[config.mk]
export PLATFORM = sky130hd
export DESIGN_NAME = spi_ctrl_master
export DESIGN_NICKNAME = d
export VERILOG_FILES = /design/src/rtl/spi_ctrl_master.sv
export SDC_FILE = /design/constraint.sdc
export NUM_CORES = 1
export LEC_CHECK = 0
export CAP_MARGIN = 30
export CORE_MARGIN = 8
export CORE_UTILIZATION = 35
export DETAILED_ROUTE_END_ITERATION = 16
export SLEW_MARGIN = 40
export SYNTH_ARGS = -nofsm -noshare
export SYNTH_HDL_FRONTEND = slang
export SYNTH_SLANG_ARGS = --single-unit
[constraint.sdc]
create_clock -name clk_i -period 2.1 [get_ports clk_i]
set_clock_uncertainty 0.15 [all_clocks]
set_input_delay 0.42 -clock clk_i [delete_from_list [all_inputs] [get_ports clk_i]]
set_output_delay 0.42 -clock clk_i [all_outputs]
set_load 0.02 [all_outputs]
[src/rtl/spi_ctrl_master.sv]
// -----------------------------------------------------------------------------
// spi_ctrl_master
//   SPI mode-0 master for the 16-bit register-access frame used by our SPI
//   peripherals: {rw, addr[6:0], data[7:0]}, MSB first.
//   A frame is IDLE -> SETUP -> SHIFT (16 bits) -> HOLD -> IDLE, each
//   SCLK half-period lasting CLK_DIV system clocks.
//
// Ports
//   clk_i      system clock, rising edge
//   rst_n_i    asynchronous active-low reset
//   start_i    frame request, only looked at in IDLE
//   rw_i       frame bit 15 (1 = write), latched on accepted start
//   addr_i     frame bits 14:8, latched on accepted start
//   wdata_i    frame bits 7:0, latched on accepted start
//   cipo_i     serial data from peripheral
//   sclk_o     SPI clock, idle low
//   copi_o     serial data to peripheral
//   ncs_o      chip select, active low
//   busy_o     high while a frame is in progress
//   done_o     one-cycle pulse when a frame ends
//   rdata_o    byte returned by the most recent read frame
// -----------------------------------------------------------------------------
module spi_ctrl_master #(
    parameter int unsigned CLK_DIV = 4
) (
    input  logic       clk_i,
    input  logic       rst_n_i,
    input  logic       start_i,
    input  logic       rw_i,
    input  logic [6:0] addr_i,
    input  logic [7:0] wdata_i,
    input  logic       cipo_i,
    output logic       sclk_o,
    output logic       copi_o,
    output logic       ncs_o,
    output logic       busy_o,
    output logic       done_o,
    output logic [7:0] rdata_o
);

    // Wide enough to hold CLK_DIV itself, so CLK_DIV-1 never wraps.
    localparam int unsigned DIV_W = $clog2(CLK_DIV + 1);
    localparam logic [DIV_W-1:0] DIV_LAST = DIV_W'(CLK_DIV - 1);

    typedef enum logic [1:0] {
        S_IDLE,
        S_SETUP,
        S_SHIFT,
        S_HOLD
    } state_e;

    state_e           state_q, state_d;
    logic [DIV_W-1:0] div_q,   div_d;
    logic [3:0]       bit_q,   bit_d;
    logic             sclk_q,  sclk_d;
    logic [15:0]      sh_q,    sh_d;
    logic [7:0]       rx_q,    rx_d;
    logic             rw_q,    rw_d;
    logic [7:0]       rdata_q, rdata_d;
    logic             done_q,  done_d;

    logic             div_last;

    assign div_last = (div_q == DIV_LAST);

    always_ff @(posedge clk_i or negedge rst_n_i) begin
        if (!rst_n_i) begin
            state_q <= S_IDLE;
            div_q   <= '0;
            bit_q   <= '0;
            sclk_q  <= 1'b0;
            sh_q    <= '0;
            rx_q    <= '0;
            rw_q    <= 1'b0;
            rdata_q <= '0;
            done_q  <= 1'b0;
        end else begin
            state_q <= state_d;
            div_q   <= div_d;
            bit_q   <= bit_d;
            sclk_q  <= sclk_d;
            sh_q    <= sh_d;
            rx_q    <= rx_d;
            rw_q    <= rw_d;
            rdata_q <= rdata_d;
            done_q  <= done_d;
        end
    end

    always_comb begin
        state_d = state_q;
        div_d   = div_q;
        bit_d   = bit_q;
        sclk_d  = sclk_q;
        sh_d    = sh_q;
        rx_d    = rx_q;
        rw_d    = rw_q;
        rdata_d = rdata_q;
        done_d  = 1'b0;

        // Every non-idle phase is a run of CLK_DIV cycles.
        if (state_q != S_IDLE) begin
            div_d = div_last ? '0 : DIV_W'(div_q + 1'b1);
        end

        unique case (state_q)
            S_IDLE: begin
                if (start_i) begin
                    sh_d    = {rw_i, addr_i, wdata_i};
                    rw_d    = rw_i;
                    div_d   = '0;
                    bit_d   = '0;
                    sclk_d  = 1'b0;
                    state_d = S_SETUP;
                end
            end
            S_SETUP: begin
                if (div_last) state_d = S_SHIFT;
            end
            S_SHIFT: begin
                if (div_last) begin
                    if (!sclk_q) begin
                        // Rising SCLK: sample CIPO. Only the last 8 samples
                        // (the data field) survive in rx_q.
                        sclk_d = 1'b1;
                        rx_d   = {rx_q[6:0], cipo_i};
                    end else begin
                        sclk_d = 1'b0;
                        if (bit_q == 4'd15) begin
                            // Last bit stays on COPI through HOLD.
                            state_d = S_HOLD;
                        end else begin
                            sh_d  = {sh_q[14:0], 1'b0};
                            bit_d = bit_q + 4'd1;
                        end
                    end
                end
            end
            S_HOLD: begin
                if (div_last) begin
                    state_d = S_IDLE;
                    done_d  = 1'b1;
                    if (!rw_q) rdata_d = rx_q;
                end
            end
            default: state_d = S_IDLE;
        endcase
    end

    // Chip select, busy and COPI follow the state directly so reset
    // releases the bus without waiting for a clock.
    assign busy_o  = (state_q != S_IDLE);
    assign ncs_o   = ~busy_o;
    assign copi_o  = busy_o & sh_q[15];
    assign sclk_o  = sclk_q;
    assign done_o  = done_q;
    assign rdata_o = rdata_q;

endmodule

* Yosys cells after proc, flatten, opt, wreduce, memory -nomap -nowiden
Index checks and enable logic that the tools add are counted.
Word-level totals: register bits after elaboration 44, output and inout port bits 13, logic and storage cells 63
Operators by class: $add $sub $neg 2, eq/ne operators 12, multiplexer cells 27, bitwise logic cells 4, reductions and logical operators 9
Operator list (number):
- 16-bit 2-to-1 mux | 4
- 16-bit case mux with 2 select lines | 1
- 4-bit 2-to-1 mux | 4
- 2-bit != test, second input constant | 7
- 2-bit 2-to-1 mux | 6
- 3-bit 2-to-1 mux | 4
- 3-bit AND reduction | 3
- 2-bit case mux with 4 select lines | 1
- 4-bit case mux with 2 select lines | 1
- 6-bit AND reduction | 1
- 1-bit 2-to-1 mux | 5
- 5-bit AND reduction | 1
- 4-bit by 1-bit adder with 4-bit output, second input constant | 1
- 2-bit == test, second input constant | 2
- 4-bit == test, second input constant | 1
- 2-bit nonzero test | 2
- 3-bit by 1-bit adder with 3-bit output, second input constant | 1
- 3-bit by 2-bit == test with 1-bit output, second input constant | 1
- 1-bit NOT | 3
- 2-bit by 1-bit == test with 1-bit output, second input constant | 1
- 2-bit logical NOT | 1
- 1-bit case mux with 2 select lines | 1
- 2-bit AND reduction | 1
- 1-bit bitwise AND | 1

* Depth between registers and ports, before layout
Gate-level depths: netlist (run 1).
depth in word-level cells 5, depth in mapped cells 8, gate-level depth less buffers 6

* Worst setup path after synthesis (run 1)
OpenSTA, ideal clock, no wires.
kind register -> register, start register state_q[0], end register bit_q[3], setup time 0.104 ns, arrival time 1.782 ns, data required time 1.846 ns, slack 0.064 ns, cell stages (with the launch flop) 9, path buffers 2, cell sequence dfrtp_1 > inv_1 > ha_1 > buf_6 > nor2b_4 > a21o_1 > or2_1 > buf_6 > o311ai_1
Between the ends: word-level cells in the longest chain between the ends 3
RTL lines:
- from (decl) | line 52 | state_e state_q, state_d;
- from (signal assigned) | line 78 | state_q <= state_d;
- 2-bit == test or 2-bit logical NOT (tied branches) | line 106 | unique case (state_q)
- 2-bit != test (no line) or 2-bit nonzero test (tied branches)
- 5-bit AND reduction (no line)
- to (signal assigned) | line 80 | bit_q <= bit_d;
- to (decl) | line 54 | logic [3:0] bit_q, bit_d;
Several ways; a longest one is shown, not always the timed one. A chain may end at the register's enable or synchronous reset.

* Final worst setup path (run 1)
start register state_q[1], end output copi_o
Between the ends: word-level cells in the longest chain between the ends 2
RTL lines:
- 2-bit nonzero test | line 152 | assign busy_o = (state_q != S_IDLE);
- 1-bit bitwise AND | line 154 | assign copi_o = busy_o & sh_q[15];
- to (decl) | line 34 | output logic copi_o,
Every way passes these cells.

==> impl_metrics.yaml, run 1 <==
run_status:
  status: "finished clean"
setup_path:
  required_ns: 1.53
  r2r_cells: 8
  arrival_ns: 1.43
  reg2reg_to: "sh_q[1]$_DFFE_PN0P_"
  crit_fanout: 4
  critPathKind: "flop to output pin"
  r2r_slack_ns: 0.20
  end_kind: "output pin"
  worstReg2RegStart: "state_q[1]$_DFFE_PN0P_"
  worst_setup_path_start_kind: "flop"
pwr:
  pwr-share-comb: 0.452
  internal_power_w: 0.00232
  clockPowerShare: 0.187
  total_leakage_power_nw: 1.18
  swShare: 0.363
  worst_ir_drop_vdd_v: 0.000508
  power.share.sequential: 0.361
  p_total_w: 0.00365
  powerDensity_nw_per_um2: 1370
  p_switching_w: 0.00132
route:
  post_drt_wl_per_cell_um: 14.0
  wirelength_um: 4130
  avgViaCountPerCell: 5.00
  drt_iter0_drc: 77
  drc_errors: 0
  detail_route.first_pass.iterations: 4
  drtAntennaViolNets: 0
  vias: 1475
global_route:
  grt_pass1_wl_um: 7090
  first_global_vias: 1474
  overflow: 0
  grt_max_degree: 45
  grt_usage: 0.102
  antenna_found_initial: 0
synth:
  yosys.area.top_type: "dfrtp_1"
  syn-cell-area_um2: 2080
  synth_nets: 204
  ys_top_cells_by_count: "dfrtp_1 (44), o21ai_0 (40), mux2_2 (18), mux2i_1 (18), ha_1 (7)"
  synth-seq-cells: 44
  ys_seq_area_frac: 0.530
  synth.area.top_cells: "dfrtp_1 (53%), mux2_2 (9.8%), o21ai_0 (9.6%), mux2i_1 (8.7%), ha_1 (4.2%)"
  async_flop_share: 1.00
  synth_edf_count: 0
  syn_inst: 177
  synth_top_area_frac: 0.530
  ys_types: 27
  synth_most_common_cell: "dfrtp_1"
  ys.flop_type: "dfrtp_1"
  yosys_warnings: 0
  syn_avg_cell_area_um2: 11.7
cts:
  clk_pin_slew_worst_paths_ns: 0.08
  cts_max_level: 2
  clk_path_buf_depth: 2
  tritoncts: "yes"
  clock_latency_ns: 0.30
  cts_inserted_buffers: 5
  cts_root_buffer: "clkbuf_8"
  clock-sinks: 44
  post-cts-setup-buffer-count: 0
sta:
  relSlewSlack: 0.627
  tightest_slew_ns: 0.559
  rsz0062_at_grt: "no"
  timing.final.hold_violations: 0
  holdWs_ns: 0.0398
  max_freq_ghz: 0.499
  tns_ns: 0
  fin_crit_ns: 2.00
  fin_crit_sh: 0.954
  slew_viol_final: 0
  setup_viol: 0
floorplan:
  die_w_um: 93.0
  die_h_um: 93.0
  start_util: 0.357
  fp.coreArea_um2: 5820
  ios: 33
  placementRows: 28
  dieArea_um2: 8650
placement:
  hpwl_um: 2850
  io_buffers: 32
  placed_cells: 287
  place_congestion: 0.741
layout:
  layout.nets: 246
  fillers: 582
  syn2layout_area_growth_pct: 28.3
  final_cells: 295
  multi_input_area_um2: 918
  drive_above_1_share: 0.205
  diodes: 0
  final-seq-area_um2: 1100
worst_hold_path:
  worstHoldPathType: "input port to async pin"
flow_run:
  maxCapViolations: 0
==> what timing repair did <==
action	CTS	global route
hold buffers	0	0
endpoints found under the setup margin	3	9
resized for setup	3	5
gates cloned	0	0
==> worst max path at each step <==
stage                                start                   end  slack, ns  depth (start not counted)
CTS                 state_q[1]$_DFFE_PN0P_                copi_o       0.01                          4
detailed placement                 start_i   sh_q[4]$_DFFE_PN0P_       0.05                          6
finish              state_q[1]$_DFFE_PN0P_                copi_o        0.1                          4
floorplan           state_q[0]$_DFFE_PN0P_  bit_q[3]$_DFFE_PN0P_       0.06                          8
global placement                   start_i  bit_q[2]$_DFFE_PN0P_       0.08                          6
global route        state_q[1]$_DFFE_PN0P_                copi_o       0.03                          4
==> state kept, by name, summed over array words and instances (netlist names) <==
signal	flops
state_q	2
done_o	1
rw_q	1
bit_q	4
sh_q	16
div_q	3
rx_q	8
sclk_o	1
rdata_o	8
==> power by group through the flow <==
stage / clock, W / combinational [W] / sequential (W)
after floorplan: 0 / 0.00110 / 0.00133
after global placement: 0 / 0.00163 / 0.00132
after detailed placement: 0 / 0.00166 / 0.00133
after CTS: 0.000707 / 0.00163 / 0.00132
after global routing: 0.000734 / 0.00187 / 0.00136
final: 0.000682 / 0.00165 / 0.00131
==> final cells by class <==
type                    instances  share of cell area
inverters                       3             0.00423
repair buffers                 46               0.156
clock buffers                   6              0.0310
multi-input cells             119               0.345
well taps                      75              0.0352
clock inverters                 2              0.0146
flip-flops and latches         44               0.414
==> layout by cell type (no fill, tap or decap), types with 2 or more instances in the layout <==
cell type	instances
clkdlybuf4s50_1	28
inv_1	3
nand2_1	6
nor2b_1	3
dfrtp_1	44
mux2i_1	18
o21ai_0	38
o21ai_1	2
nand3_1	4
o211ai_1	2
clkbuf_8	6
dlygate4sd2_1	3
nand3b_1	5
buf_4	14
mux2_2	18
nand2b_1	4
ha_1	6
==> cell families after synthesis <==
logic type | count (synthesis) | synth area share
fa+ha+maj | 7 | 0.0422
compound gates | 47 | 0.122
mux | 36 | 0.184
flops | 44 | 0.530
simple gates | 29 | 0.0868
buf+inv | 14 | 0.0344
==> metal layers <==
metal  GRT usage  wire, um
met2       0.157      1970
met4      0.0564        94
met3      0.0264       169
met1       0.128      1890
met5           0         0
==> worst max-delay path, cell delays in order, from the launching register on <==
cell and delay, ns:
dfrtp_1 0.39, inv_1 0.11, ha_4 0.16, and2b_1 0.17
dlygate4sd2_1 0.31
==> through the flow <==
stage	utilization	worst slack, ns	instance area, um2
final	0.458	0.0971	2660
after global placement	0.435	0.0772	2530
after CTS	0.455	0.0120	2650
after detailed placement	0.435	0.0485	2530
after floorplan	-	0.0644	2080
after global routing	0.458	0.0290	2660
(Power assumes the default switching activity.)
==> inputs of run 2 (changes only) <==
--- a/config.mk
+++ b/config.mk
@@ -7,8 +7,10 @@
 export LEC_CHECK = 0
 export CAP_MARGIN = 30
 export CORE_MARGIN = 8
-export CORE_UTILIZATION = 35
+export CORE_UTILIZATION = 45
 export DETAILED_ROUTE_END_ITERATION = 16
+export HOLD_SLACK_MARGIN = 0.06
+export PLACE_DENSITY = 0.69
 export SLEW_MARGIN = 40
 export SYNTH_ARGS = -nofsm -noshare
 export SYNTH_HDL_FRONTEND = slang
==> impl_metrics.yaml, run 2 (synthesized netlist as in run 1, its figures left out) <==
setup_path:
  worst_setup_path_start_kind: "flop"
  max_stage_delay_ns: 0.38
  arrival_ns: 1.42
  reg2reg_to: "rdata_o[4]$_DFFE_PN0P_"
  end_kind: "output pin"
  r2r_cells: 6
  crit_fanout: 6
  worstReg2RegStart: "div_q[0]$_DFF_PN0_"
  cp_slowest_cell: "dfrtp_1"
  critPathKind: "flop to output pin"
  cp_cell_sequence: "inv_1 > ha_4 > and2b_1 > clkdlybuf4s15_1"
  required_ns: 1.53
  r2r_slack_ns: 0.20
layout:
  final-seq-area_um2: 1100
  multi_input_area_um2: 916
  layout_common_cells: "dfrtp_1 (44), o21ai_0 (40), clkdlybuf4s50_1 (28), mux2i_1 (18), mux2_2 (18)"
  top_register: "sh_q"
  drive_above_1_share: 0.199
  diodes: 0
  layout.nets: 247
  syn2layout_area_growth_pct: 27.4
  largest_register_ffs: 16
  fillers: 368
  layout_commonest_cell: "dfrtp_1"
worst_hold_path:
  worstHoldPathType: "flop to flop"
  hold_depth: 1
  whs_endpoint: "rx_q[7]$_DFFE_PN0P_"
  hp-start: "rx_q[7]$_DFFE_PN0P_"
route:
  wirelength_um: 4180
  avgViaCountPerCell: 5.43
  vias: 1482
  drc_errors: 0
  drt_iter0_drc: 45
  detail_route.first_pass.iterations: 6
  drtAntennaViolNets: 0
  post_drt_wl_per_cell_um: 15.3
pwr:
  worst_ir_drop_vdd_v: 0.000690
  swShare: 0.368
  clockPowerShare: 0.176
  power.share.sequential: 0.366
  p_switching_w: 0.00133
  total_leakage_power_nw: 1.18
  pwr-share-comb: 0.458
  internal_power_w: 0.00227
  powerDensity_nw_per_um2: 1360
cts:
  clk_path_buf_depth: 2
  cts_max_level: 2
  tritoncts: "yes"
  post-cts-setup-buffer-count: 0
  cts_inserted_buffers: 5
  clk_pin_slew_worst_paths_ns: 0.08
  cts_root_buffer: "clkbuf_8"
  clock-sinks: 44
  clock_latency_ns: 0.29
sta:
  tightest_slew_ns: 0.504
  fin_crit_sh: 0.947
  relSlewSlack: 0.664
  tns_ns: 0
  max_freq_ghz: 0.503
  timing.final.hold_violations: 0
  slew_viol_final: 0
  rsz0062_at_grt: "no"
  setup_viol: 0
  fin_ws_ns: 0.111
  fin_crit_ns: 1.99
global_route:
  grt_usage: 0.124
  first_global_vias: 1516
  grt_max_degree: 25
  antenna_found_initial: 0
  overflow: 0
  grt_pass1_wl_um: 7230
flow_run:
  maxCapViolations: 0
placement:
  io_buffers: 32
  hpwl_um: 3090
  preCtsSetupSlack_ns: 0.0335
  place_congestion: 0.784
run_status:
  status: "finished clean"
floorplan:
  ios: 33
  die_h_um: 83.9
  die_w_um: 83.9
  dieArea_um2: 7040
  fp.coreArea_um2: 4410
  placementRows: 24
  start_util: 0.470
run 2: timing repair:
item	in CTS	in global routing
gates resized for setup	4	2
pin swaps	0	0
hold buffers	1	0
endpoints found under the setup margin	3	1
hold endpoints to repair	20	0
run 2: worst max path at each step:
stage	from	end	slack, ns	depth (start not counted)
floorplan	state_q[0]$_DFFE_PN0P_	bit_q[3]$_DFFE_PN0P_	0.06	8
global placement	state_q[0]$_DFFE_PN0P_	copi_o	0.1	4
detailed placement	start_i	sh_q[0]$_DFFE_PN0P_	0.03	6
CTS	state_q[1]$_DFFE_PN0P_	copi_o	0.02	4
global route	state_q[1]$_DFFE_PN0P_	copi_o	0.03	4
finish	state_q[0]$_DFFE_PN0P_	copi_o	0.11	4
run 2: final cells by class:
type,instances,area share
clock buffer,5,0.0260
clock inverter,3,0.0161
sequential,44,0.416
timing repair buffer,47,0.167
inverter,3,0.00426
multi-input combinational,119,0.346
tap,52,0.0246
run 2: stage by stage:
stage	util	power (W)	std cells	hold WS (ns)	instance area [um2]
after floorplan	-	0.00243	177	-0.0256	2080
after global placement	0.569	0.00287	264	0.254	2510
after detailed placement	0.569	0.00299	264	0.269	2510
after CTS	0.597	0.00361	273	0.360	2630
after global routing	0.599	0.00386	273	0.370	2650
final	0.599	0.00360	273	0.354	2650
run 2: power by group through the flow:
stage	sequential [W]	combinational [W]	clock, W
after floorplan	0.00133	0.00110	0
after global placement	0.00131	0.00156	0
after detailed placement	0.00133	0.00166	0
after CTS	0.00132	0.00164	0.000651
after global routing	0.00135	0.00181	0.000694
final	0.00132	0.00165	0.000633
run 2: critical path: cells and delay by family, from the launching register on:
family / cells / cell delay [ns]
DFF: 1 / 0.38
buffers and inverters: 2 / 0.40
and+or+nand+nor: 1 / 0.18
adders and majority gates: 1 / 0.18
run 2: layer usage:
| layer | up-vias | share of wire | wire (um) | GRT usage |
|---|---|---|---|---|
| met1 | 733 | 0.45 | 1870 | 0.148 |
| met2 | 31 | 0.49 | 2060 | 0.194 |
| li1 | 714 | - | - | - |
| met5 | - | 0 | 0 | 0 |
| met4 | 0 | 0.015 | 63 | 0.0581 |
| met3 | 4 | 0.044 | 185 | 0.0420 |
